[src/rtl/tdc_pkg.sv]
// Shared definitions for the TDC start/stop pulse sequencer.
package tdc_pkg;

    typedef enum logic [2:0] {
        IDLE  = 3'd0,
        START = 3'd1,
        WAIT  = 3'd2,
        GAP   = 3'd3,
        DONE  = 3'd4
    } tdc_state_e;

endpackage

[src/rtl/tdc_stop_timer.sv]
// Per-channel stop timer: down-counter loaded on the start cycle, one-cycle fire at terminal count.
module tdc_stop_timer
    import tdc_pkg::*;
#(
    parameter int DW = 8
) (
    input  logic          CLK12MHZ,
    input  logic          rst_n,
    input  logic          clr,
    input  logic          load,
    input  logic [DW-1:0] value,
    output logic          fire,
    output logic          fired
);

    logic [DW-1:0] cnt;
    logic [DW-1:0] eff;

    assign eff = (value == '0) ? DW'(1) : value;

    // An idle timer reports fired so it can never count on its own.
    always_ff @(posedge CLK12MHZ or negedge rst_n) begin
        if (!rst_n) begin
            cnt   <= '0;
            fire  <= 1'b0;
            fired <= 1'b1;
        end else if (clr) begin
            cnt   <= '0;
            fire  <= 1'b0;
            fired <= 1'b1;
        end else if (load) begin
            cnt   <= eff - DW'(1);
            fire  <= (eff == DW'(1));
            fired <= (eff == DW'(1));
        end else begin
            fire <= 1'b0;
            if (!fired && cnt != '0) begin
                cnt <= cnt - DW'(1);
                if (cnt == DW'(1)) begin
                    fire  <= 1'b1;
                    fired <= 1'b1;
                end
            end
        end
    end

endmodule

[src/rtl/tdc_pulse_seq.sv]
// Button-launched burst sequencer of common start / per-channel stop strobes for TDC test.
//   state | meaning
//   IDLE  | waiting for debounced press; busy low
//   START | start strobe high, stop timers load at end of cycle
//   WAIT  | timers running, stops fire; leave once all fired
//   GAP   | latched gap idle cycles before the next start
//   DONE  | done strobe for one cycle, then IDLE
module tdc_pulse_seq
    import tdc_pkg::*;
#(
    parameter int NCH       = 4,
    parameter int DW        = 8,
    parameter int GW        = 8,
    parameter int BW        = 8,
    parameter int DB_CYCLES = 1024
) (
    input  logic              CLK12MHZ,
    input  logic              rst_n,
    input  logic              en,
    input  logic              button,
    input  logic [NCH*DW-1:0] delay,
    input  logic [GW-1:0]     gap,
    input  logic [BW-1:0]     burst_len,
    output logic              start,
    output logic [NCH-1:0]    stop,
    output logic              busy,
    output logic              done,
    output logic [BW-1:0]     pair_cnt
);

    localparam int DBCW = $clog2(DB_CYCLES + 1);

    logic            btn_s1;
    logic            btn_s2;
    logic [DBCW-1:0] db_cnt;
    logic            trig;

    // Counter saturates at DB_CYCLES so a held button yields a single trigger.
    always_ff @(posedge CLK12MHZ or negedge rst_n) begin
        if (!rst_n) begin
            btn_s1 <= 1'b0;
            btn_s2 <= 1'b0;
            db_cnt <= '0;
            trig   <= 1'b0;
        end else begin
            btn_s1 <= button;
            btn_s2 <= btn_s1;
            trig   <= btn_s2 && (db_cnt == DBCW'(DB_CYCLES - 1));
            if (!btn_s2) begin
                db_cnt <= '0;
            end else if (db_cnt != DBCW'(DB_CYCLES)) begin
                db_cnt <= db_cnt + DBCW'(1);
            end
        end
    end

    tdc_state_e        state;
    logic [NCH*DW-1:0] delay_q;
    logic [GW-1:0]     gap_q;
    logic [GW-1:0]     gap_cnt;
    logic [BW-1:0]     len_q;
    logic [NCH-1:0]    fire;
    logic [NCH-1:0]    fired;
    logic              tmr_load;
    logic              tmr_clr;
    logic              all_fired;

    assign tmr_load  = (state == START);
    assign tmr_clr   = ~en;
    assign all_fired = &fired;
    assign stop      = fire;

    for (genvar k = 0; k < NCH; k++) begin : g_tmr
        tdc_stop_timer #(.DW(DW)) u_tmr (
            .CLK12MHZ (CLK12MHZ),
            .rst_n    (rst_n),
            .clr      (tmr_clr),
            .load     (tmr_load),
            .value    (delay_q[k*DW +: DW]),
            .fire     (fire[k]),
            .fired    (fired[k])
        );
    end

    always_ff @(posedge CLK12MHZ or negedge rst_n) begin
        if (!rst_n) begin
            state    <= IDLE;
            start    <= 1'b0;
            done     <= 1'b0;
            busy     <= 1'b0;
            pair_cnt <= '0;
            delay_q  <= '0;
            gap_q    <= '0;
            gap_cnt  <= '0;
            len_q    <= '0;
        end else if (!en) begin
            state <= IDLE;
            start <= 1'b0;
            done  <= 1'b0;
            busy  <= 1'b0;
        end else begin
            start <= 1'b0;
            done  <= 1'b0;
            case (state)
                IDLE: begin
                    if (trig && burst_len != '0) begin
                        delay_q  <= delay;
                        gap_q    <= gap;
                        len_q    <= burst_len;
                        pair_cnt <= BW'(1);
                        start    <= 1'b1;
                        busy     <= 1'b1;
                        state    <= START;
                    end
                end
                START: state <= WAIT;
                WAIT: begin
                    // The final pair finishes straight into DONE without a trailing gap.
                    if (all_fired) begin
                        if (pair_cnt >= len_q) begin
                            done  <= 1'b1;
                            state <= DONE;
                        end else if (gap_q == '0) begin
                            start    <= 1'b1;
                            pair_cnt <= pair_cnt + BW'(1);
                            state    <= START;
                        end else begin
                            gap_cnt <= gap_q;
                            state   <= GAP;
                        end
                    end
                end
                GAP: begin
                    if (gap_cnt == GW'(1)) begin
                        if (pair_cnt < len_q) begin
                            start    <= 1'b1;
                            pair_cnt <= pair_cnt + BW'(1);
                            state    <= START;
                        end else begin
                            done  <= 1'b1;
                            state <= DONE;
                        end
                    end else begin
                        gap_cnt <= gap_cnt - GW'(1);
                    end
                end
                DONE: begin
                    busy  <= 1'b0;
                    state <= IDLE;
                end
                default: state <= IDLE;
            endcase
        end
    end

endmodule

[config.mk]
export PLATFORM = sky130hd
export DESIGN_NAME = tdc_pulse_seq
export DESIGN_NICKNAME = d
export VERILOG_FILES = /design/src/rtl/tdc_pkg.sv /design/src/rtl/tdc_stop_timer.sv /design/src/rtl/tdc_pulse_seq.sv
export SDC_FILE = /design/constraint.sdc
export NUM_CORES = 1
export LEC_CHECK = 0
export ABC_AREA = 1
export ABC_CLOCK_PERIOD_IN_PS = 2200
export CAP_MARGIN = 5
export CORE_MARGIN = 2
export CORE_UTILIZATION = 40
export CTS_CLUSTER_DIAMETER = 40
export DETAILED_ROUTE_END_ITERATION = 10
export PLACE_DENSITY = 0.56
export REMOVE_ABC_BUFFERS = 1
export SLEW_MARGIN = 20
export SYNTH_ARGS = -nofsm -noshare
export SYNTH_HDL_FRONTEND = slang
export SYNTH_SLANG_ARGS = --single-unit
[constraint.sdc]
create_clock -name CLK12MHZ -period 2.2 [get_ports CLK12MHZ]
set_input_delay 0.44 -clock CLK12MHZ [delete_from_list [all_inputs] [get_ports CLK12MHZ]]
set_output_delay 0.44 -clock CLK12MHZ [all_outputs]
set_load 0.02 [all_outputs]
==> flow_metrics.py <==
metrics = {
    "final_layout": {
        "antenna_cells": 0,
        "finish.net_count": 1161,
        "fillerInstances": 1781,
        "post_route_cells_drive_above_1_share_pct": 9.92,
        "core_util_final_pct": 50.2,
        "layout-area-overhead-vs-synth_pct": 23.6,
    },
    "drt": {
        "detail_route.iter0.violations": 431,
        "firstDrtPassIters": 5,
        "per_cell_via_count_in_the_routed_design": 4.95,
        "remaining_drc_errors": 0,
        "detail-route-antenna-nets": 0,
        "vias": 6528,
        "wire_per_inst_um": 13.4,
        "wirelength_mm": 17.6,
    },
    "floorplanning": {
        "rows": 49,
        "design.portCount": 67,
        "die_h_um": 139,
        "coreArea_mm2": 0.0178,
        "die_boundary_width_um": 139,
        "start_util_pct": 40.6,
        "die-area_mm2": 0.0192,
    },
    "critical_path": {
        "rr_worst_depth": 8,
        "setup_slack_on_the_worst_flop_to_flop_path_ps": 270,
        "cell_breakdown_of_the_critical_path": "buf_4, clkdlybuf4s50_1",
        "worst_r2r_start": "pair_cnt[7]$_DFFE_PN0P_",
        "critical-path-max-stage-delay_ps": 610,
        "cp_top_family": "buffers and inverters",
        "worst_ep_arrival_time_ps": 1610,
        "kind_of_start_point_of_the_critical_path": "flip-flop",
        "timing.setup.critical_path_class": "reg -> out",
        "cp-end-kind": "output port",
        "worst-path-max-fanout": 7,
        "path_buf_inv": 2,
        "worst-path-stages": 2,
        "timing.critical_path.slowest_stage_cell": "sky130_fd_sc_hd__clkdlybuf4s50_1",
        "worst_reg2reg_path_endpoint": "pair_cnt[6]$_DFFE_PN0P_",
        "crit_required_ps": 1760,
    },
    "power": {
        "gate_power_share_pct": 31.7,
        "share_seq_of_total_power_pct": 35.6,
        "leakage_nw": 4.53,
        "p_switching_mw": 2.86,
        "clkPwrFrac_pct": 32.7,
        "worst_ir_drop_vdd_mv": 0.536,
        "total_power_mw": 8.08,
        "power_per_cell_area_mw_per_mm2": 902,
        "internal_power_mw": 5.23,
        "power.share.switching_pct": 35.3,
    },
    "cts": {
        "largest_buffer_count_on_any_clock_path": 2,
        "cts_resized": 0,
        "tritoncts": "yes",
        "clockRootBuffer": "sky130_fd_sc_hd__clkbuf_16",
        "clock_latency_ps": 420,
        "cts_setup_buffers": 0,
        "cts_hold_repair.buffers": 0,
        "ctsHtreeMaxLevel": 4,
        "cts_buffers": 17,
        "cts.sinks": 124,
        "path_clk_slew_ps": 60,
    },
    "placed_design": {
        "port_buffers": 66,
        "place.gp.congestion": 0.838,
        "dp.final_hpwl_mm": 13.0,
    },
    "timing": {
        "timing.final.crit_share_pct": 93.0,
        "finalWorstPathRequiredPeriod_ps": 2050,
        "worstMarginPinSlew_ps": 597,
        "rsz0062_at_grt": "no",
        "final.setup.tns_ps": 0,
        "report.final.hold_viol_count": 0,
        "timing.clock.skew_ps": 11.9,
        "final_max_slew_viol_count": 0,
        "max_slew_margin_pct": 60.2,
        "fmax_mhz": 489,
        "setup_violations": 0,
    },
    "synth": {
        "avgSynthCellArea_um2": 7.36,
        "yosys.area.top_type": "sky130_fd_sc_hd__dfrtp_1",
        "yosysUniqueCellTypes": 41,
        "yosys_warnings": 0,
        "ys_ff_latch": 124,
        "async_reset_ff_share_pct": 100,
        "synth_edf_count": 0,
        "synth.cell_area_mm2": 0.00725,
        "synthDominantCellAreaShare_pct": 41.4,
        "netlist_instances": 985,
        "synth_sequential_area_ratio_pct": 42.9,
        "synth_top_cells_by_area": "sky130_fd_sc_hd__dfrtp_1 (41%), sky130_fd_sc_hd__nand2_1 (12%), sky130_fd_sc_hd__nand3_1 (6.3%), sky130_fd_sc_hd__nor2_1 (6.1%), sky130_fd_sc_hd__inv_1 (5.9%)",
        "synth_ff_type": "sky130_fd_sc_hd__dfrtp_1",
    },
    "grt": {
        "grt_overflow": 0,
        "via_count_of_the_first_global_routing_pass": 6220,
        "global_route.usage.total_pct": 19.2,
        "grt_pass1_wl_mm": 30.0,
        "grt_start_max_net_pins": 43,
        "grt_antenna_before_repair": 0,
    },
    "hold_path": {
        "hp-class": "in -> async",
    },
    "flow_run": {
        "drv.max_cap_violation_count": 0,
    },
    "run_status": {
        "run_status": "completed",
    },
}
==> synthesized netlist by cell type (5+ instances only) <==
cell type / number
sky130_fd_sc_hd__o21ai_0: 56
sky130_fd_sc_hd__ha_1: 33
sky130_fd_sc_hd__o21ai_1: 14
sky130_fd_sc_hd__buf_2: 7
sky130_fd_sc_hd__inv_1: 113
sky130_fd_sc_hd__o22ai_1: 15
sky130_fd_sc_hd__or2_2: 9
sky130_fd_sc_hd__nor2_1: 117
sky130_fd_sc_hd__nor3_1: 12
sky130_fd_sc_hd__clkbuf_1: 17
sky130_fd_sc_hd__a21oi_1: 60
sky130_fd_sc_hd__nand2_1: 236
sky130_fd_sc_hd__dfrtp_1: 120
sky130_fd_sc_hd__nand4_1: 26
sky130_fd_sc_hd__nand2_2: 5
sky130_fd_sc_hd__nand3_1: 91
sky130_fd_sc_hd__inv_2: 10
==> cell type report <==
class	count	area, um^2	share of cell area (%)
multi-input combinational	708	3540	39.5
sequential	124	3110	34.7
timing repair buffer	102	1000	11.2
inverter	123	462	5.15
clock buffer	18	439	4.90
tap	229	287	3.20
clock inverter	14	123	1.37
==> registers in the layout (all words and copies together), names as in the netlist, 3 cells and up <==
| register | count |
|---|---|
| g_tmr.u_tmr.fire | 4 |
| gap_q | 8 |
| state | 3 |
| g_tmr.u_tmr.cnt | 32 |
| len_q | 8 |
| gap_cnt | 8 |
| g_tmr.u_tmr.fired | 4 |
| pair_cnt | 8 |
| db_cnt | 11 |
| delay_q | 32 |
==> per-stage QoR <==
| step | setup WS (ps) | hold slack [ps] | cell area [um^2] | std cells |
|---|---|---|---|---|
| floorplan | -854 | 144 | 7100 | 955 |
| global route | 33.7 | 58.5 | 8960 | 1318 |
| CTS | 129 | 31.9 | 8960 | 1318 |
| detailed placement | 121 | 342 | 8400 | 1286 |
| global placement | 168 | 337 | 8400 | 1286 |
| finish | 155 | 22.9 | 8960 | 1318 |
==> cell families (layout without fill, tap and decap cells) <==
group	count (synthesis)	after routing	synth area share (%)
flip-flops	124	124	42.9
adder cells (fa/ha/maj)	33	33	5.70
multiplexers	1	1	0.138
AND/OR/NAND/NOR	508	508	30.3
XOR/XNOR	4	4	0.483
buffers and inverters	153	257	8.36
AO/OA/AOI/OAI	162	162	12.1
==> worst max-delay path by stage <==
stage	end	slack, ps	from
2_1_floorplan	delay_q[0]$_DFFE_PN0P_	-850	state[1]$_DFFE_PN0P_
3_3_place_gp	gap_cnt[3]$_DFFE_PN0P_	170	en
3_5_place_dp	delay_q[25]$_DFFE_PN0P_	120	burst_len[5]
4_1_cts	pair_cnt[3]	130	pair_cnt[3]$_DFFE_PN0P_
5_1_grt	pair_cnt[5]$_DFFE_PN0P_	30	pair_cnt[5]$_DFFE_PN0P_
6_report	pair_cnt[3]	150	pair_cnt[3]$_DFFE_PN0P_
==> cells in the final DEF, fill, tap and decap left out, drive strengths merged, types with 15 or more instances in the layout <==
cell type	n
nand3	92
nand4	26
nor2	119
a21oi	60
clkbuf	18
buf	37
nand2	241
o21ai	74
clkdlybuf4s50	65
ha	33
inv	124
dfrtp	120
o22ai	15
==> layer usage <==
metal,vias to the layer above,wire length (um),global-route usage (%)
li1,3409,-,-
met1,3013,8810,27.2
met2,102,8080,30.1
met3,4,706,4.21
met4,0,55,4.89
met5,-,0,0
==> power by group through the flow <==
| stage | Sequential (mW) | Combinational, mW | Clock [mW] |
|---|---|---|---|
| after CTS | 2.88 | 2.57 | 2.71 |
| after global placement | 2.92 | 2.54 | 0 |
| after floorplan | 2.86 | 1.88 | 0 |
| final | 2.88 | 2.56 | 2.64 |
| after detailed placement | 2.91 | 2.56 | 0 |
| after global routing | 2.93 | 2.97 | 2.81 |
Note: power is estimated with default switching activity, not from simulation.
